**src/rtl/riscv_mc_control.sv**
```systemverilog
`default_nettype none
// ============================================================================
// Module : riscv_mc_control
// Multicycle RV32I-subset control unit: sequencing FSM, ALU decode, trap.
// Rev    : 1.0
// ============================================================================
module riscv_mc_control #(
  parameter int ALU_CTRL_W = 3
) (
  input  logic                  clk,
  input  logic                  rst,
  input  logic [6:0]            op,
  input  logic [2:0]            funct3,
  input  logic                  funct7b5,
  input  logic                  zero,
  input  logic                  lt,
  input  logic                  mem_ready,
  output logic                  pc_write,
  output logic                  adr_src,
  output logic                  mem_req,
  output logic                  mem_write,
  output logic                  ir_write,
  output logic                  reg_write,
  output logic [1:0]            result_src,
  output logic [1:0]            alu_src_a,
  output logic [1:0]            alu_src_b,
  output logic [2:0]            imm_src,
  output logic [ALU_CTRL_W-1:0] alu_control,
  output logic                  illegal
);

  typedef enum logic [3:0] {
    S_FETCH    = 4'd0,
    S_DECODE   = 4'd1,
    S_MEMADR   = 4'd2,
    S_MEMREAD  = 4'd3,
    S_MEMWB    = 4'd4,
    S_MEMWRITE = 4'd5,
    S_EXECR    = 4'd6,
    S_EXECI    = 4'd7,
    S_ALUWB    = 4'd8,
    S_JAL      = 4'd9,
    S_BRANCH   = 4'd10,
    S_LUI      = 4'd11,
    S_TRAP     = 4'd12
  } state_t;

  localparam logic [6:0] OP_LOAD  = 7'b0000011;
  localparam logic [6:0] OP_STORE = 7'b0100011;
  localparam logic [6:0] OP_R     = 7'b0110011;
  localparam logic [6:0] OP_I     = 7'b0010011;
  localparam logic [6:0] OP_JAL   = 7'b1101111;
  localparam logic [6:0] OP_BR    = 7'b1100011;
  localparam logic [6:0] OP_LUI   = 7'b0110111;

  localparam logic [3:0] ALU_ADD  = 4'd0;
  localparam logic [3:0] ALU_SUB  = 4'd1;
  localparam logic [3:0] ALU_AND  = 4'd2;
  localparam logic [3:0] ALU_OR   = 4'd3;
  localparam logic [3:0] ALU_XOR  = 4'd4;
  localparam logic [3:0] ALU_SLT  = 4'd5;
  localparam logic [3:0] ALU_SLL  = 4'd6;
  localparam logic [3:0] ALU_SRL  = 4'd7;
  localparam logic [3:0] ALU_SRA  = 4'd8;
  localparam logic [3:0] ALU_SLTU = 4'd9;

  localparam logic [1:0] SRCA_PC = 2'b00, SRCA_OLDPC = 2'b01, SRCA_RS1 = 2'b10, SRCA_ZERO = 2'b11;
  localparam logic [1:0] SRCB_RS2 = 2'b00, SRCB_IMM = 2'b01, SRCB_FOUR = 2'b10;
  localparam logic [1:0] RES_ALUOUT = 2'b00, RES_DATA = 2'b01, RES_ALURESULT = 2'b10;
  localparam logic [2:0] IMM_I = 3'b000, IMM_S = 3'b001, IMM_B = 3'b010, IMM_J = 3'b011, IMM_U = 3'b100;

  // A 3-bit ALU has no encoding for sra/sltu, so those are treated as illegal.
  localparam bit NARROW_ALU = (ALU_CTRL_W < 4);

  state_t     state_q, state_d;
  logic [3:0] f3_code;
  logic [3:0] alu_code;
  logic       illegal_dec;
  logic       br_taken;

  always_ff @(posedge clk) begin
    if (rst) state_q <= S_FETCH;
    else     state_q <= state_d;
  end

  always_comb begin
    f3_code = ALU_ADD;
    case (funct3)
      3'b000:  f3_code = (op[5] && funct7b5) ? ALU_SUB : ALU_ADD;
      3'b001:  f3_code = ALU_SLL;
      3'b010:  f3_code = ALU_SLT;
      3'b011:  f3_code = ALU_SLTU;
      3'b100:  f3_code = ALU_XOR;
      3'b101:  f3_code = funct7b5 ? ALU_SRA : ALU_SRL;
      3'b110:  f3_code = ALU_OR;
      default: f3_code = ALU_AND;
    endcase
  end

  always_comb begin
    illegal_dec = 1'b0;
    case (op)
      OP_LOAD, OP_STORE: illegal_dec = (funct3 != 3'b010);
      OP_BR:             illegal_dec = !(funct3 inside {3'b000, 3'b001, 3'b100, 3'b101});
      OP_R, OP_I:        illegal_dec = NARROW_ALU && ((f3_code == ALU_SRA) || (f3_code == ALU_SLTU));
      OP_JAL, OP_LUI:    illegal_dec = 1'b0;
      default:           illegal_dec = 1'b1;
    endcase
  end

  always_comb begin
    br_taken = 1'b0;
    case (funct3)
      3'b000:  br_taken = zero;
      3'b001:  br_taken = !zero;
      3'b100:  br_taken = lt;
      3'b101:  br_taken = !lt;
      default: br_taken = 1'b0;
    endcase
  end

  always_comb begin
    state_d    = state_q;
    pc_write   = 1'b0;
    adr_src    = 1'b0;
    mem_req    = 1'b0;
    mem_write  = 1'b0;
    ir_write   = 1'b0;
    reg_write  = 1'b0;
    result_src = RES_ALUOUT;
    alu_src_a  = SRCA_PC;
    alu_src_b  = SRCB_RS2;
    imm_src    = IMM_I;
    alu_code   = ALU_ADD;
    illegal    = 1'b0;

    case (state_q)
      S_FETCH: begin
        mem_req    = 1'b1;
        alu_src_b  = SRCB_FOUR;
        result_src = RES_ALURESULT;
        ir_write   = mem_ready;
        pc_write   = mem_ready;
        if (mem_ready) state_d = S_DECODE;
      end
      S_DECODE: begin
        alu_src_a = SRCA_OLDPC;
        alu_src_b = SRCB_IMM;
        imm_src   = IMM_B;
        if (illegal_dec) begin
          state_d = S_TRAP;
        end else begin
          case (op)
            OP_LOAD, OP_STORE: state_d = S_MEMADR;
            OP_R:              state_d = S_EXECR;
            OP_I:              state_d = S_EXECI;
            OP_JAL:            state_d = S_JAL;
            OP_BR:             state_d = S_BRANCH;
            OP_LUI:            state_d = S_LUI;
            default:           state_d = S_TRAP;
          endcase
        end
      end
      S_MEMADR: begin
        alu_src_a = SRCA_RS1;
        alu_src_b = SRCB_IMM;
        imm_src   = (op == OP_STORE) ? IMM_S : IMM_I;
        state_d   = (op == OP_STORE) ? S_MEMWRITE : S_MEMREAD;
      end
      S_MEMREAD: begin
        mem_req = 1'b1;
        adr_src = 1'b1;
        if (mem_ready) state_d = S_MEMWB;
      end
      S_MEMWB: begin
        result_src = RES_DATA;
        reg_write  = 1'b1;
        state_d    = S_FETCH;
      end
      S_MEMWRITE: begin
        mem_req   = 1'b1;
        mem_write = 1'b1;
        adr_src   = 1'b1;
        if (mem_ready) state_d = S_FETCH;
      end
      S_EXECR: begin
        alu_src_a = SRCA_RS1;
        alu_src_b = SRCB_RS2;
        alu_code  = f3_code;
        state_d   = S_ALUWB;
      end
      S_EXECI: begin
        alu_src_a = SRCA_RS1;
        alu_src_b = SRCB_IMM;
        imm_src   = IMM_I;
        alu_code  = f3_code;
        state_d   = S_ALUWB;
      end
      S_ALUWB: begin
        reg_write = 1'b1;
        state_d   = S_FETCH;
      end
      S_JAL: begin
        alu_src_a = SRCA_OLDPC;
        alu_src_b = SRCB_FOUR;
        pc_write  = 1'b1;
        imm_src   = IMM_J;
        state_d   = S_ALUWB;
      end
      S_BRANCH: begin
        alu_src_a = SRCA_RS1;
        alu_src_b = SRCB_RS2;
        alu_code  = ALU_SUB;
        imm_src   = IMM_B;
        pc_write  = br_taken;
        state_d   = S_FETCH;
      end
      S_LUI: begin
        alu_src_a = SRCA_ZERO;
        alu_src_b = SRCB_IMM;
        imm_src   = IMM_U;
        state_d   = S_ALUWB;
      end
      S_TRAP: begin
        illegal = 1'b1;
        state_d = S_TRAP;
      end
      default: state_d = S_TRAP;
    endcase

    // Reset must suppress every side effect even mid-access.
    if (rst) begin
      pc_write  = 1'b0;
      ir_write  = 1'b0;
      reg_write = 1'b0;
      mem_write = 1'b0;
      mem_req   = 1'b0;
      illegal   = 1'b0;
    end
  end

  generate
    if (ALU_CTRL_W == 3) begin : g_alu_narrow
      logic unused_alu_msb;
      assign unused_alu_msb = alu_code[3];
      assign alu_control    = alu_code[2:0];
    end else begin : g_alu_wide
      assign alu_control = alu_code[ALU_CTRL_W-1:0];
    end
  endgenerate

endmodule
`default_nettype wire

```
**config.mk**
```make
export PLATFORM = sky130hd
export DESIGN_NAME = riscv_mc_control
export DESIGN_NICKNAME = d
export VERILOG_FILES = /design/src/rtl/riscv_mc_control.sv
export SDC_FILE = /design/constraint.sdc
export NUM_CORES = 1
export LEC_CHECK = 0
export ABC_AREA = 0
export CAP_MARGIN = 40
export CORE_MARGIN = 1.5
export CORE_UTILIZATION = 37
export DETAILED_ROUTE_END_ITERATION = 12
export PLACE_DENSITY = 0.81
export RECOVER_POWER = 50
export SLEW_MARGIN = 15
export SYNTH_ARGS = -nofsm -noshare
export SYNTH_HDL_FRONTEND = slang
export SYNTH_SLANG_ARGS = --single-unit
```
**constraint.sdc**
```tcl
create_clock -name clk -period 1.4 [get_ports clk]
set_clock_uncertainty 0.1 [all_clocks]
set_input_delay 0.14 -clock clk [delete_from_list [all_inputs] [get_ports clk]]
set_output_delay 0.14 -clock clk [all_outputs]
set_load 0.02 [all_outputs]
```
==> results.sh, run 1 <==
export IMPL_status="stopped before the end"
export IMPL_lastStage="5_1_grt"
export IMPL_tool_error="[ERROR DPL-0038] Utilization greater than 100%, impossible to legalize"
export IMPL_gp_congestion=0.907
export IMPL_grt_repair_worst_endpoint="mem_req"
export IMPL_rows=16
export IMPL_top_level_ports=35
export IMPL_avgSynthCellArea_sq_um=6.16
export IMPL_synth_edf_count=0
export IMPL_syn_inst=127
export IMPL_synth_fp_nets=143
export IMPL_synth_main_ff_cell="dfxtp_1"
export IMPL_dpl_cell_count=227
export IMPL_place_ws_ns=-0.981
export IMPL_cts_hold_buf=0
export IMPL_clock_sinks=4
export IMPL_syn_cell_area_sq_um=782
export IMPL_grt_max_degree=10
export IMPL_root_buffer="clkbuf_4"
export IMPL_port_buffers=34
export IMPL_async_flop_share_pct=0
export IMPL_synth_seq_area_share_pct=10.2
export IMPL_dieHeight_um=49.0
export IMPL_htreeDepth=1
export IMPL_netlist_cell_type_count=40
export IMPL_synth_warnings=0
export IMPL_cts_max_path_buffers=2
export IMPL_dp_hpwl_um=2440
export IMPL_start_util_pct=39.5
export IMPL_ys_seq_elements=4
export IMPL_worst_ep_kind="primary output"
export IMPL_numCtsBuffers=3
export IMPL_die_w_um=49.0
kinds of logic after synthesis:
family / after synthesis / share of synthesized area, %
DFF: 4 / 10.2
buffers and inverters: 15 / 8.64
xor gates and xnor gates: 3 / 3.36
and+or+nand+nor: 69 / 45.8
AOI/OAI and AO/OA: 35 / 30.7
muxes: 1 / 1.28
synthesized netlist by cell type, drive strengths merged (2+ instances only):
library cell | count | area, sq um
clkbuf | 5 | 20.0
nand2 | 12 | 45.0
nor3 | 11 | 55.1
nor2b | 6 | 37.5
nor2 | 19 | 71.3
buf | 3 | 21.3
nor4 | 2 | 12.5
and2 | 2 | 12.5
a31oi | 4 | 25.0
o31ai | 2 | 20.0
xnor2 | 3 | 26.3
nor3b | 2 | 20.0
a21oi | 11 | 55.1
nand2b | 6 | 37.5
a2111oi | 2 | 17.5
dfxtp | 4 | 80.1
o21ai | 4 | 20.0
or3 | 3 | 18.8
nand3 | 2 | 10.0
inv | 7 | 26.3
o22ai | 2 | 12.5
per-stage QoR:
stage	area [sq um]	setup TNS, ns	hold slack [ns]
4_1_cts	1890	-2.88	0.442
3_5_place_dp	1570	-12.28	0.683
3_3_place_gp	1570	-11.67	0.684
2_1_floorplan	890	-0.233	0.251
what timing repair did:
item,in CTS
pin swaps,22
endpoints found under the setup margin,23
buffers inserted,15
gates resized for setup,171
==> run 2, diff against run 1 <==
--- a/config.mk
+++ b/config.mk
@@ -7,10 +7,10 @@
 export LEC_CHECK = 0
 export ABC_AREA = 0
 export CAP_MARGIN = 40
-export CORE_MARGIN = 1.5
-export CORE_UTILIZATION = 37
+export CORE_AREA = 2 2 63 65
 export DETAILED_ROUTE_END_ITERATION = 12
-export PLACE_DENSITY = 0.81
+export DIE_AREA = 0 0 65 67
+export PLACE_DENSITY_LB_ADDON = 0.15
 export RECOVER_POWER = 50
 export SLEW_MARGIN = 15
 export SYNTH_ARGS = -nofsm -noshare
==> constraint.sdc (replaced) <==
create_clock -name clk -period 1.8 [get_ports clk]
set_clock_uncertainty 0.1 [all_clocks]
set_input_delay 0.18 -clock clk [delete_from_list [all_inputs] [get_ports clk]]
set_output_delay 0.18 -clock clk [all_outputs]
set_load 0.02 [all_outputs]
==> run 2 against run 1 <==
- the flow now finishes without violations
- area after synthesis unchanged
- synthesized cell count unchanged
==> results.sh, run 2 <==
export IMPL_grt_pass1_wl_um=4980
export IMPL_clock_latency_ns=0.22
export IMPL_ir_drop_mv=0.162
export IMPL_async_flop_share_pct=0
export IMPL_fin_tns_setup_ns=0
export IMPL_top_level_ports=35
export IMPL_p_per_area_nw_per_um2=449
export IMPL_min_path_type="in2reg"
export IMPL_drc=0
export IMPL_finalSetupViolCount=0
export IMPL_antenna_found_initial=0
export IMPL_die_w_um=65
export IMPL_required_ns=1.82
export IMPL_tritoncts="built"
export IMPL_finalCritPeriodShare_pct=97.4
export IMPL_layout_area_seq_sq_um=86.3
export IMPL_synth_fp_nets=143
export IMPL_min_period_ns=1.75
export IMPL_final_nets=227
export IMPL_multiInputGateArea_sq_um=726
export IMPL_place_ws_ns=-0.713
export IMPL_port_buffers=34
export IMPL_dieHeight_um=67
export IMPL_n_fill_cell=393
export IMPL_htreeDepth=1
export IMPL_syn_cell_area_sq_um=782
export IMPL_area_growth_pct=109
export IMPL_syn_inst=127
export IMPL_numCtsBuffers=3
export IMPL_fmax_mhz=570
export IMPL_clock_sinks=4
export IMPL_slew_violations=0
export IMPL_setup_ws_ns=0.0459
export IMPL_grt_overflow_total=0
export IMPL_gp_congestion=0.850
export IMPL_rows=22
export IMPL_avgSynthCellArea_sq_um=6.16
export IMPL_first_global_vias=1165
export IMPL_synth_top_cells_by_area="dfxtp_1, nor2_1, a21oi_1"
export IMPL_critPathKind="reg2reg"
export IMPL_final_common_cell="buf_4"
export IMPL_synth_edf_count=0
export IMPL_synth_warnings=0
export IMPL_core_area_sq_um=3610
export IMPL_netlist_cell_type_count=40
export IMPL_endpoint_kind="flip-flop"
export IMPL_cp_max_fo=7
export IMPL_dp_hpwl_um=2450
export IMPL_dr_pass1_iters=4
export IMPL_critPathArrivalTime_ns=1.77
export IMPL_p_total_uw=736
export IMPL_largest_reg_flops=4
export IMPL_synth_main_ff_cell="dfxtp_1"
export IMPL_finalCoreUtilization_pct=45.4
export IMPL_grtUsageTotal_pct=14.1
export IMPL_drive_gt1_share_pct=40.7
export IMPL_totalWireLength_um=3080
export IMPL_status="finished, final reports clean"
export IMPL_num_antenna_cells=0
export IMPL_start_kind="flip-flop"
export IMPL_ys_top_cells_by_count="nor2_1, nand2_1, a21oi_1, nor3_1, inv_1"
export IMPL_leakage_nw=0.778
export IMPL_timing_hold_ws_ns=0.430
export IMPL_wl_per_cell_um=12.0
export IMPL_ant_nets=0
export IMPL_synth_top_area_share_pct=10.2
export IMPL_synth_area_leader_cell="dfxtp_1"
export IMPL_top_register="state_q"
export IMPL_slew_limit_headroom_pct=72.0
export IMPL_layout_common_cells="buf_4, nor2_1, nand2_1, dlygate4sd2_1, a21oi_1"
export IMPL_root_buffer="clkbuf_8"
export IMPL_cts_hold_buf=0
export IMPL_start_util_pct=21.7
export IMPL_largest_registers="state_q (4)"
export IMPL_ys_seq_elements=4
export IMPL_synth_seq_area_share_pct=10.2
export IMPL_cts_max_path_buffers=2
export IMPL_drv_cap=0
export IMPL_dieArea_sq_um=4360
export IMPL_viasPerCell=4.77
export IMPL_finalHoldViolCount=0
export IMPL_worst_pin_slew_ns=0.410
export IMPL_vias=1225
export IMPL_drtIter0Drc=51
export IMPL_clk_pin_slew_ns=0.03
export IMPL_yosysMostFrequentCell="nor2_1"
export IMPL_grt_max_degree=10
## run 2: cell counts after synthesis
Identical to the previous run, type by type.
## run 2: repair_timing
action / CTS / global route
setup buffers: 4 / 2
setup endpoints to repair: 23 / 18
cloned: 0 / 0
pin swaps: 6 / 8
resized for setup: 61 / 32
## run 2: worst max-delay path, cell delays in order (launching register included)
cell and delay, ns:
dfxtp_1 0.32, buf_4 0.17, nand2b_4 0.17, nor3_4 0.19
nand4b_1 0.11, or3_4 0.41, o31ai_2 0.19
## run 2: cell families after synthesis
| family | count (synthesis) | share of synthesized area (%) |
|---|---|---|
| xor+xnor | 3 | 3.36 |
| buf+inv | 15 | 8.64 |
| compound gates | 35 | 30.7 |
| flops | 4 | 10.2 |
| mux | 1 | 1.28 |
| simple gates | 69 | 45.8 |
## run 2: worst paths after layout
kind	start	end	slack, ns	cells after the start
setup / recovery	state_q[3]	state_q[0]	0.05	6
hold / removal	op[5]	state_q[3]	0.43	4
setup reg to reg	state_q[3]	state_q[0]	0.05	6
hold reg to reg	state_q[0]	state_q[1]	0.63	3
## run 2: layout make-up
| type | count | area share, % |
|---|---|---|
| sequential | 4 | 5.27 |
| tap | 48 | 3.67 |
| multi-input combinational | 108 | 44.3 |
| timing repair buffer | 87 | 42.6 |
| inverter | 7 | 1.60 |
| clock buffer | 3 | 2.52 |
## run 2: stage by stage
stage	area (sq um)	instances
after floorplan	788	127
after global placement	1500	248
after detailed placement	1500	248
after CTS	1600	255
after global routing	1640	257
final	1640	257
## run 2: report_power, final
part	leakage [nW]	internal (mW)	switching (mW)
Clock	0.0216	0.143	0.0462
Combinational	0.722	0.219	0.220
Sequential	0.0343	0.0976	0.0104
Total	0.778	0.460	0.276
## run 2: per-layer routing
layer | vias to the layer above | GRT usage [%] | routed length (um)
met1 | 569 | 16.4 | 1350
met5 | - | 0 | 0
met4 | 0 | 2.66 | 17
met2 | 30 | 27.8 | 1580
met3 | 2 | 1.18 | 134
li1 | 624 | - | -
Power figures use the tool's default switching activity.
